$ cat config.mk
export PLATFORM = sky130hd
export DESIGN_NAME = sram_scan_cfg_flat
export DESIGN_NICKNAME = d
export VERILOG_FILES = /design/src/rtl/sram_scan_cfg_if.sv /design/src/rtl/sram_scan_cfg.sv /design/src/flat_wrapper.sv
export SDC_FILE = /design/constraint.sdc
export NUM_CORES = 1
export LEC_CHECK = 0
export ABC_AREA = 1
export ABC_CLOCK_PERIOD_IN_PS = 2800
export CELL_PAD_IN_SITES_DETAIL_PLACEMENT = 1
export CELL_PAD_IN_SITES_GLOBAL_PLACEMENT = 1
export CORE_MARGIN = 2
export CORE_UTILIZATION = 40
export DETAILED_ROUTE_END_ITERATION = 10
export PLACE_DENSITY_LB_ADDON = 0.15
export SLEW_MARGIN = 20
export SYNTH_ARGS = -nofsm -noshare
export SYNTH_HDL_FRONTEND = slang
export SYNTH_SLANG_ARGS = --single-unit
$ cat constraint.sdc
create_clock -name scan_clk -period 2.8 [get_ports scan_clk]
set_input_delay 0.56 -clock scan_clk [delete_from_list [all_inputs] [get_ports scan_clk]]
set_output_delay 0.56 -clock scan_clk [all_outputs]
set_load 0.02 [all_outputs]
$ cat src/rtl/sram_scan_cfg_if.sv
// Scan/load handshake bundle for sram_scan_cfg. The master drives scan and load
// requests, and the slave returns readback, status and the shadow configuration.
interface sram_scan_cfg_if #(
    parameter int SIZE  = 16,
    parameter int LANES = 1
);
    logic                  scan_en;
    logic [LANES-1:0]      scan_in;
    logic [LANES-1:0]      scan_out;
    logic                  load_start;
    logic                  load_busy;
    logic                  load_done;
    logic                  parity_err;
    logic                  cfg_valid;
    logic [SIZE*LANES-1:0] sram_data;

    modport master (
        output scan_en, scan_in, load_start,
        input  scan_out, load_busy, load_done, parity_err, cfg_valid, sram_data
    );

    modport slave (
        input  scan_en, scan_in, load_start,
        output scan_out, load_busy, load_done, parity_err, cfg_valid, sram_data
    );
endinterface

$ cat src/rtl/sram_scan_cfg.sv
// sram_scan_cfg: LANES scan chains of SIZE bits feeding a glitch-free shadow config register.
// Defining SCAN_PARITY_EN adds a trailing even-parity bit to each lane, and a load with bad parity is rejected.
//
// state  | meaning
// IDLE   | waiting for load_start; shadow config stable
// SHIFT  | shifting NBITS bits per lane while scan_en is high
// COMMIT | one cycle: copy shift regs to shadow (or reject on parity error)
module sram_scan_cfg #(
    parameter int SIZE  = 16,
    parameter int LANES = 1
) (
    input  logic           scan_clk,
    input  logic           scan_rst,
    sram_scan_cfg_if.slave bus
);
    localparam int CNT_W = $clog2(SIZE + 2);
`ifdef SCAN_PARITY_EN
    localparam int NBITS = SIZE + 1;
`else
    localparam int NBITS = SIZE;
`endif
    localparam logic [CNT_W-1:0] LAST_BIT = CNT_W'(NBITS - 1);

    typedef enum logic [1:0] {
        IDLE   = 2'd0,
        SHIFT  = 2'd1,
        COMMIT = 2'd2
    } state_t;

    state_t                       state_q, state_d;
    logic [LANES-1:0][SIZE-1:0]   shift_q, shift_d;
    logic [SIZE*LANES-1:0]        sram_q, sram_d;
    logic [CNT_W-1:0]             cnt_q, cnt_d;
    logic                         load_done_q, load_done_d;
    logic                         cfg_valid_q, cfg_valid_d;
    logic [LANES-1:0]             scan_out_w;

`ifdef SCAN_PARITY_EN
    logic [LANES-1:0]             par_q, par_d;
    logic                         parity_err_q, parity_err_d;
    logic                         par_bad;

    // A lane is bad when its data bits plus the received parity bit have odd weight.
    always_comb begin
        par_bad = 1'b0;
        for (int i = 0; i < LANES; i++) begin
            par_bad = par_bad | (^shift_q[i] ^ par_q[i]);
        end
    end
`endif

    always_comb begin
        state_d     = state_q;
        shift_d     = shift_q;
        sram_d      = sram_q;
        cnt_d       = cnt_q;
        load_done_d = 1'b0;
        cfg_valid_d = cfg_valid_q;
`ifdef SCAN_PARITY_EN
        par_d        = par_q;
        parity_err_d = 1'b0;
`endif
        case (state_q)
            IDLE: begin
                if (bus.load_start) begin
                    for (int i = 0; i < LANES; i++) begin
                        shift_d[i] = sram_q[i*SIZE +: SIZE];
`ifdef SCAN_PARITY_EN
                        par_d[i] = ^sram_q[i*SIZE +: SIZE];
`endif
                    end
                    cnt_d   = '0;
                    state_d = SHIFT;
                end
            end
            SHIFT: begin
                if (bus.scan_en) begin
                    for (int i = 0; i < LANES; i++) begin
`ifdef SCAN_PARITY_EN
                        // The parity flop is the tail of the chain, below bit 0.
                        shift_d[i] = {shift_q[i][SIZE-2:0], par_q[i]};
                        par_d[i]   = bus.scan_in[i];
`else
                        shift_d[i] = {shift_q[i][SIZE-2:0], bus.scan_in[i]};
`endif
                    end
                    cnt_d = cnt_q + CNT_W'(1);
                    if (cnt_q == LAST_BIT) begin
                        state_d = COMMIT;
                    end
                end
            end
            COMMIT: begin
`ifdef SCAN_PARITY_EN
                if (par_bad) begin
                    parity_err_d = 1'b1;
                end else begin
                    sram_d      = shift_q;
                    load_done_d = 1'b1;
                    cfg_valid_d = 1'b1;
                end
`else
                sram_d      = shift_q;
                load_done_d = 1'b1;
                cfg_valid_d = 1'b1;
`endif
                state_d = IDLE;
            end
            default: begin
                state_d = IDLE;
            end
        endcase
    end

    always_ff @(posedge scan_clk) begin
        if (scan_rst) begin
            state_q     <= IDLE;
            shift_q     <= '0;
            sram_q      <= '0;
            cnt_q       <= '0;
            load_done_q <= 1'b0;
            cfg_valid_q <= 1'b0;
`ifdef SCAN_PARITY_EN
            par_q        <= '0;
            parity_err_q <= 1'b0;
`endif
        end else begin
            state_q     <= state_d;
            shift_q     <= shift_d;
            sram_q      <= sram_d;
            cnt_q       <= cnt_d;
            load_done_q <= load_done_d;
            cfg_valid_q <= cfg_valid_d;
`ifdef SCAN_PARITY_EN
            par_q        <= par_d;
            parity_err_q <= parity_err_d;
`endif
        end
    end

    always_comb begin
        scan_out_w = '0;
        for (int i = 0; i < LANES; i++) begin
            scan_out_w[i] = shift_q[i][SIZE-1];
        end
    end

    assign bus.scan_out  = scan_out_w;
    assign bus.load_busy = (state_q != IDLE);
    assign bus.load_done = load_done_q;
    assign bus.cfg_valid = cfg_valid_q;
    assign bus.sram_data = sram_q;
`ifdef SCAN_PARITY_EN
    assign bus.parity_err = parity_err_q;
`else
    assign bus.parity_err = 1'b0;
`endif

endmodule

$ cat src/flat_wrapper.sv
// flat-port wrapper written by rule: the top's interface ports become plain ports
module sram_scan_cfg_flat 
#(
    parameter int SIZE  = 16,
    parameter int LANES = 1
)
  (scan_clk, scan_rst, bus_scan_en, bus_scan_in, bus_load_start, bus_scan_out, bus_load_busy, bus_load_done, bus_parity_err, bus_cfg_valid, bus_sram_data);
  sram_scan_cfg_if #(.SIZE(SIZE), .LANES(LANES)) bus_i ();
  input  logic scan_clk;
  input  logic scan_rst;
  input wire logic [$bits(bus_i.scan_en)-1:0] bus_scan_en;
  input wire logic [$bits(bus_i.scan_in)-1:0] bus_scan_in;
  input wire logic [$bits(bus_i.load_start)-1:0] bus_load_start;
  output wire logic [$bits(bus_i.scan_out)-1:0] bus_scan_out;
  output wire logic [$bits(bus_i.load_busy)-1:0] bus_load_busy;
  output wire logic [$bits(bus_i.load_done)-1:0] bus_load_done;
  output wire logic [$bits(bus_i.parity_err)-1:0] bus_parity_err;
  output wire logic [$bits(bus_i.cfg_valid)-1:0] bus_cfg_valid;
  output wire logic [$bits(bus_i.sram_data)-1:0] bus_sram_data;
  assign bus_i.scan_en = bus_scan_en;
  assign bus_i.scan_in = bus_scan_in;
  assign bus_i.load_start = bus_load_start;
  assign bus_scan_out = bus_i.scan_out;
  assign bus_load_busy = bus_i.load_busy;
  assign bus_load_done = bus_i.load_done;
  assign bus_parity_err = bus_i.parity_err;
  assign bus_cfg_valid = bus_i.cfg_valid;
  assign bus_sram_data = bus_i.sram_data;
  sram_scan_cfg #(.SIZE(SIZE), .LANES(LANES)) u_core (.scan_clk(scan_clk), .scan_rst(scan_rst), .bus(bus_i));
endmodule
==> impl_metrics.yaml, run 1 <==
finish:
  drive_gt1_frac: 0.0645
  layout_common_cells: "66 x nand2_1, 41 x dfxtp_1, 39 x nor2_1, 28 x o21ai_0, 27 x inv_1"
  utilization: 0.494
  n_antenna_cell: 0
  final_area_sq_um: 2150
  area_growth_pct: 19.1
  stdcell_count: 331
  final_common_cell: "nand2_1"
  layout.nets: 285
power_and_ir_drop:
  vdd_drop_max_mv: 0.426
  p_per_area_nw_per_um2: 669
  finalPower_mw: 1.44
  leakage_nw: 0.888
sta:
  min_period_ns: 2.30
  whs_ns: 0.469
  min_period_over_period: 0.821
  max_freq_mhz: 435
  skew_ns: 0.00315
  finalSetupViolCount: 0
  timing.final.hold_violations: 0
  relSlewSlack: 0.527
  fin_setup_tns_ns: 0
  fin_ws_ns: 0.500
  finalMaxSlewViolations: 0
  rsz0062_at_grt: "no"
  tightest_slew_ns: 0.707
cts:
  cts-hold-fix-buffers: 0
  cts-root-buf: "clkbuf_8"
  clock_sink_count: 41
  cts_inserted_buffers: 5
  cts-resized-gates: 0
  clk_latency_ns: 0.29
  path_clk_slew_ns: 0.08
  cts.htree.levels: 2
  cts_setup_buffers: 0
  tritoncts: "yes"
  clock_path_buffers: 2
yosys:
  synth_top_area_frac: 0.455
  synthTopCellsByArea: "dfxtp_1 45%, nand2_1 14%, nor2_1 8.1%"
  muxShareOfSynthArea: 0
  synth_top_family_by_area: "simple AND/OR/NAND/NOR gates"
  synth_area_per_cell_sq_um: 6.92
  ys_seq_elements: 41
  seq_area_frac_synth: 0.455
  synth.distinct_cells: 24
  yosysWarnings: 0
  synth_top_area_cell: "dfxtp_1"
  synth_nets: 268
  synth_area_sq_um: 1810
  yosys.area_share.simple: 0.267
  synth_xor_area_frac: 0
  synth_compound_area_frac: 0.155
  yosys.area_share.adder: 0.0139
  syn_inst: 261
worst_setup_path:
  cp-start-kind: "register"
  crit_arrival_ns: 1.74
  crit_type: "register to output port"
  end_kind: "output port"
  r2r_start: "u_core.state_q[0]$_SDFFE_PP0P_"
  worstPathRequired_ns: 2.24
  cp-startpoint: "u_core.state_q[0]$_SDFFE_PP0P_"
  critical_path.max_fanout: 8
floorplanning:
  start_util: 0.415
  dieArea_sq_um: 5070
  die_w_um: 71.2
  ioPinCount: 26
  die-height_um: 71.2
  core-area_sq_um: 4350
  rows: 24
place:
  place_ws_ns: 0.565
  portBuffers: 24
  placed_area_sq_um: 2030
  hpwl_um: 2590
  globalplace.congestion: 0.711
  dp.cells: 323
route:
  drc_errors: 0
  detail-route-antenna-nets: 0
  met3WireLength_um: 118
  post_drt_wl_per_cell_um: 12.2
  first_pass_iters: 4
  vias: 1632
  top_layer_used: "met4"
  viasPerCell: 4.93
  drt-met1-wl_um: 1950
  drt-initial-drc-count: 61
  wl_met2_um: 1910
  drt-total-wl_um: 4020
grt:
  grt_usage: 0.178
  grt_pass1_wl_um: 7230
  antenna_found_initial: 0
  grt_max_degree: 36
  grt-ovfl-total: 0
  grt_pass1_vias: 1622
run:
  cap_violations: 0
worst_hold_path:
  hold_path.class: "register to register"
  hold_start: "u_core.cnt_q[2]$_SDFFE_PP0P_"
run_status:
  status: "finished clean"
registers in the layout (all words and copies together), names as in the netlist:
name / flops
u_core.shift_q: 16
u_core.bus.load_done: 1
u_core.bus.cfg_valid: 1
u_core.state_q: 2
u_core.bus.sram_data: 16
u_core.cnt_q: 5
cell usage after synthesis (all sizes together):
master and n:
dfxtp 41, or2 1, o21ai 33, conb 1, nor2 42, nor3 2, ha 2, buf 12
inv 28, a31oi 1, nand3 5, a21oi 21, clkbuf 3, nand2 69
critical path, stage by stage, from the launching register on:
cell,delay (ns)
dfxtp_1,0.55
inv_1,0.17
nand2_1,0.12
clkdlybuf4s50_1,0.61
report_power, final:
part / total [mW] / internal, mW / switching, mW
registers: 0.657 / 0.631 / 0.0257
clock network: 0.499 / 0.290 / 0.209
logic: 0.284 / 0.100 / 0.184
total: 1.44 / 1.02 / 0.418
final cells by class:
| type | count | area [sq um] |
|---|---|---|
| flip-flops and latches | 41 | 821 |
| clock inverters | 2 | 37.5 |
| inverters | 28 | 105 |
| repair buffers | 25 | 248 |
| well taps | 52 | 65.1 |
| fillers | 563 | 2200 |
| clock buffers | 6 | 82.6 |
| multi-input cells | 177 | 792 |
metal layers:
metal / vias to the layer above / track usage
met5: - / 0
met3: 4 / 0.0385
met4: 0 / 0.0503
li1: 841 / -
met1: 767 / 0.231
met2: 20 / 0.298
cell families after synthesis:
logic type / count (synthesis)
compound gates: 55
simple gates: 119
fa+ha+maj: 2
other cells: 1
flops: 41
buf+inv: 43
final timing paths:
path                                                  endpoint  slack (ns)  cells past startpoint
worst max register to register  u_core.shift_q[2]$_SDFFE_PP0P_        1.24                      4
worst min-delay path              u_core.cnt_q[2]$_SDFFE_PP0P_        0.47                      2
worst max-delay path                             bus_load_busy        0.50                      3
worst min register to register    u_core.cnt_q[2]$_SDFFE_PP0P_        0.47                      2
Note: power is estimated with default switching activity, not from simulation.
==> run 2: changes to the inputs <==
--- a/config.mk
+++ b/config.mk
@@ -6,11 +6,11 @@
 export NUM_CORES = 1
 export LEC_CHECK = 0
 export ABC_AREA = 1
-export ABC_CLOCK_PERIOD_IN_PS = 2800
+export ABC_CLOCK_PERIOD_IN_PS = 2300
 export CELL_PAD_IN_SITES_DETAIL_PLACEMENT = 1
 export CELL_PAD_IN_SITES_GLOBAL_PLACEMENT = 1
 export CORE_MARGIN = 2
-export CORE_UTILIZATION = 40
+export CORE_UTILIZATION = 38
 export DETAILED_ROUTE_END_ITERATION = 10
 export PLACE_DENSITY_LB_ADDON = 0.15
 export SLEW_MARGIN = 20
==> constraint.sdc (replaced) <==
create_clock -name scan_clk -period 2.3 [get_ports scan_clk]
set_input_delay 0.46 -clock scan_clk [delete_from_list [all_inputs] [get_ports scan_clk]]
set_output_delay 0.46 -clock scan_clk [all_outputs]
set_load 0.02 [all_outputs]
==> run 2 against run 1 <==
Hold slack got worse by 0.0020 ns. Largest cell class unchanged. First-iteration DRC count decreased by 6.6%. Register-to-register slack worse by 0.45 ns. Critical endpoint unchanged. Highest routed layer unchanged.
==> impl_metrics.yaml, run 2 (synthesized netlist as in run 1, its figures left out) <==
grt:
  grt_pass1_vias: 1587
  grt_pass1_wl_um: 7200
  grt_max_degree: 36
  grt-ovfl-total: 0
  antenna_found_initial: 0
  grt_usage: 0.171
route:
  drc_errors: 0
  first_pass_iters: 4
  viasPerCell: 4.88
  drt-initial-drc-count: 57
  vias: 1640
  post_drt_wl_per_cell_um: 12.1
  detail-route-antenna-nets: 0
  drt-total-wl_um: 4060
sta:
  finalSetupViolCount: 0
  relSlewSlack: 0.554
  rsz0062_at_grt: "no"
  fin_ws_ns: 0.258
  tightest_slew_ns: 0.668
  min_period_ns: 2.04
  timing.final.hold_violations: 0
  fin_setup_tns_ns: 0
  max_freq_mhz: 490
  skew_ns: 0.00763
  finalMaxSlewViolations: 0
  min_period_over_period: 0.888
run_status:
  status: "finished clean"
place:
  globalplace.congestion: 0.767
  hpwl_um: 2690
  portBuffers: 24
  place_ws_ns: 0.377
finish:
  drive_gt1_frac: 0.0745
  n_antenna_cell: 0
  layout.nets: 288
  final_common_cell: "nand2_1"
  layout_common_cells: "66 x nand2_1, 40 x dfxtp_1, 39 x nor2_1, 28 x o21ai_0, 27 x inv_1"
  area_growth_pct: 18.5
floorplanning:
  die_w_um: 72.9
  start_util: 0.387
  rows: 25
  dieArea_sq_um: 5320
  core-area_sq_um: 4660
  ioPinCount: 26
  die-height_um: 72.9
cts:
  tritoncts: "yes"
  cts-root-buf: "clkbuf_8"
  clk_latency_ns: 0.29
  cts_inserted_buffers: 5
  path_clk_slew_ns: 0.08
  cts-hold-fix-buffers: 0
  cts.htree.levels: 2
  clock_path_buffers: 2
  clock_sink_count: 41
worst_hold_path:
  hold_depth: 2
  whs_endpoint: "u_core.cnt_q[4]$_SDFFE_PP0P_"
  hold_start: "u_core.cnt_q[4]$_SDFFE_PP0P_"
  hold_path.class: "register to register"
worst_setup_path:
  crit_arrival_ns: 1.58
  rr_worst_depth: 4
  cp-start-kind: "register"
  r2r_start: "u_core.state_q[1]$_SDFFE_PP0P_"
  end_kind: "output port"
  crit_type: "register to output port"
  critical_path.max_fanout: 5
  reg2reg_slack_ns: 0.79
  worstPathRequired_ns: 1.84
  crit-reg2reg-capture: "u_core.bus.sram_data[11]$_SDFFE_PP0P_"
power_and_ir_drop:
  p_per_area_nw_per_um2: 755
  vdd_drop_max_mv: 0.336
  leakage_nw: 0.890
run:
  cap_violations: 0
[run 2: cell type report]
cell class | count | area, sq um
repair buffers | 28 | 270
inverters | 28 | 105
well taps | 54 | 67.6
clock inverters | 2 | 10.0
clock buffers | 6 | 72.6
multi-input cells | 177 | 792
fillers | 605 | 2520
flip-flops and latches | 41 | 822
[run 2: repair_timing]
action,CTS,global route
setup buffers,0,0
endpoints found under the setup margin,0,1
resized for setup,0,1
hold endpoints to repair,0,0
[run 2: worst max-delay path by stage]
stage | to | cells after the start | start | slack (ns)
after floorplan | u_core.cnt_q[4]$_SDFFE_PP0P_ | 6 | u_core.cnt_q[0]$_SDFFE_PP0P_ | 0.98
after global placement | u_core.shift_q[10]$_SDFFE_PP0P_ | 7 | bus_scan_en | 0.43
after detailed placement | u_core.shift_q[11]$_SDFFE_PP0P_ | 7 | bus_scan_en | 0.38
after CTS | bus_load_busy | 3 | u_core.state_q[0]$_SDFFE_PP0P_ | 0.09
after global routing | bus_load_busy | 3 | u_core.state_q[0]$_SDFFE_PP0P_ | 0.15
final | bus_load_busy | 3 | u_core.state_q[1]$_SDFFE_PP0P_ | 0.26
[run 2: critical path, cell delays in order, from the launching register on]
cell             delay [ns]
dfxtp_1                0.48
inv_2                  0.12
nand2_1                0.09
clkdlybuf4s50_1        0.60
[run 2: metrics by stage]
step / power, mW / std cells / hold slack, ns / cell area, sq um / utilization
after floorplan: 1.08 / 261 / 0.442 / 1810 / -
after global placement: 1.16 / 328 / 0.454 / 2060 / 0.441
after detailed placement: 1.17 / 328 / 0.459 / 2060 / 0.441
after CTS: 1.64 / 336 / 0.473 / 2140 / 0.459
after global routing: 1.73 / 336 / 0.516 / 2140 / 0.459
final: 1.61 / 336 / 0.468 / 2140 / 0.459
[run 2: routing by layer]
metal / track usage / up-vias / share of wire
li1: - / 846 / -
met1: 0.215 / 774 / 0.48
met2: 0.292 / 15 / 0.48
met3: 0.0456 / 5 / 0.023
met4: 0.0432 / 0 / 0.0091
met5: 0 / - / 0
[run 2: power by group]
part           total [mW]  internal (mW)  switching [mW]
Combinational       0.350          0.127           0.223
Clock               0.462          0.211           0.251
Sequential          0.803          0.770          0.0332
Total                1.61           1.11           0.508
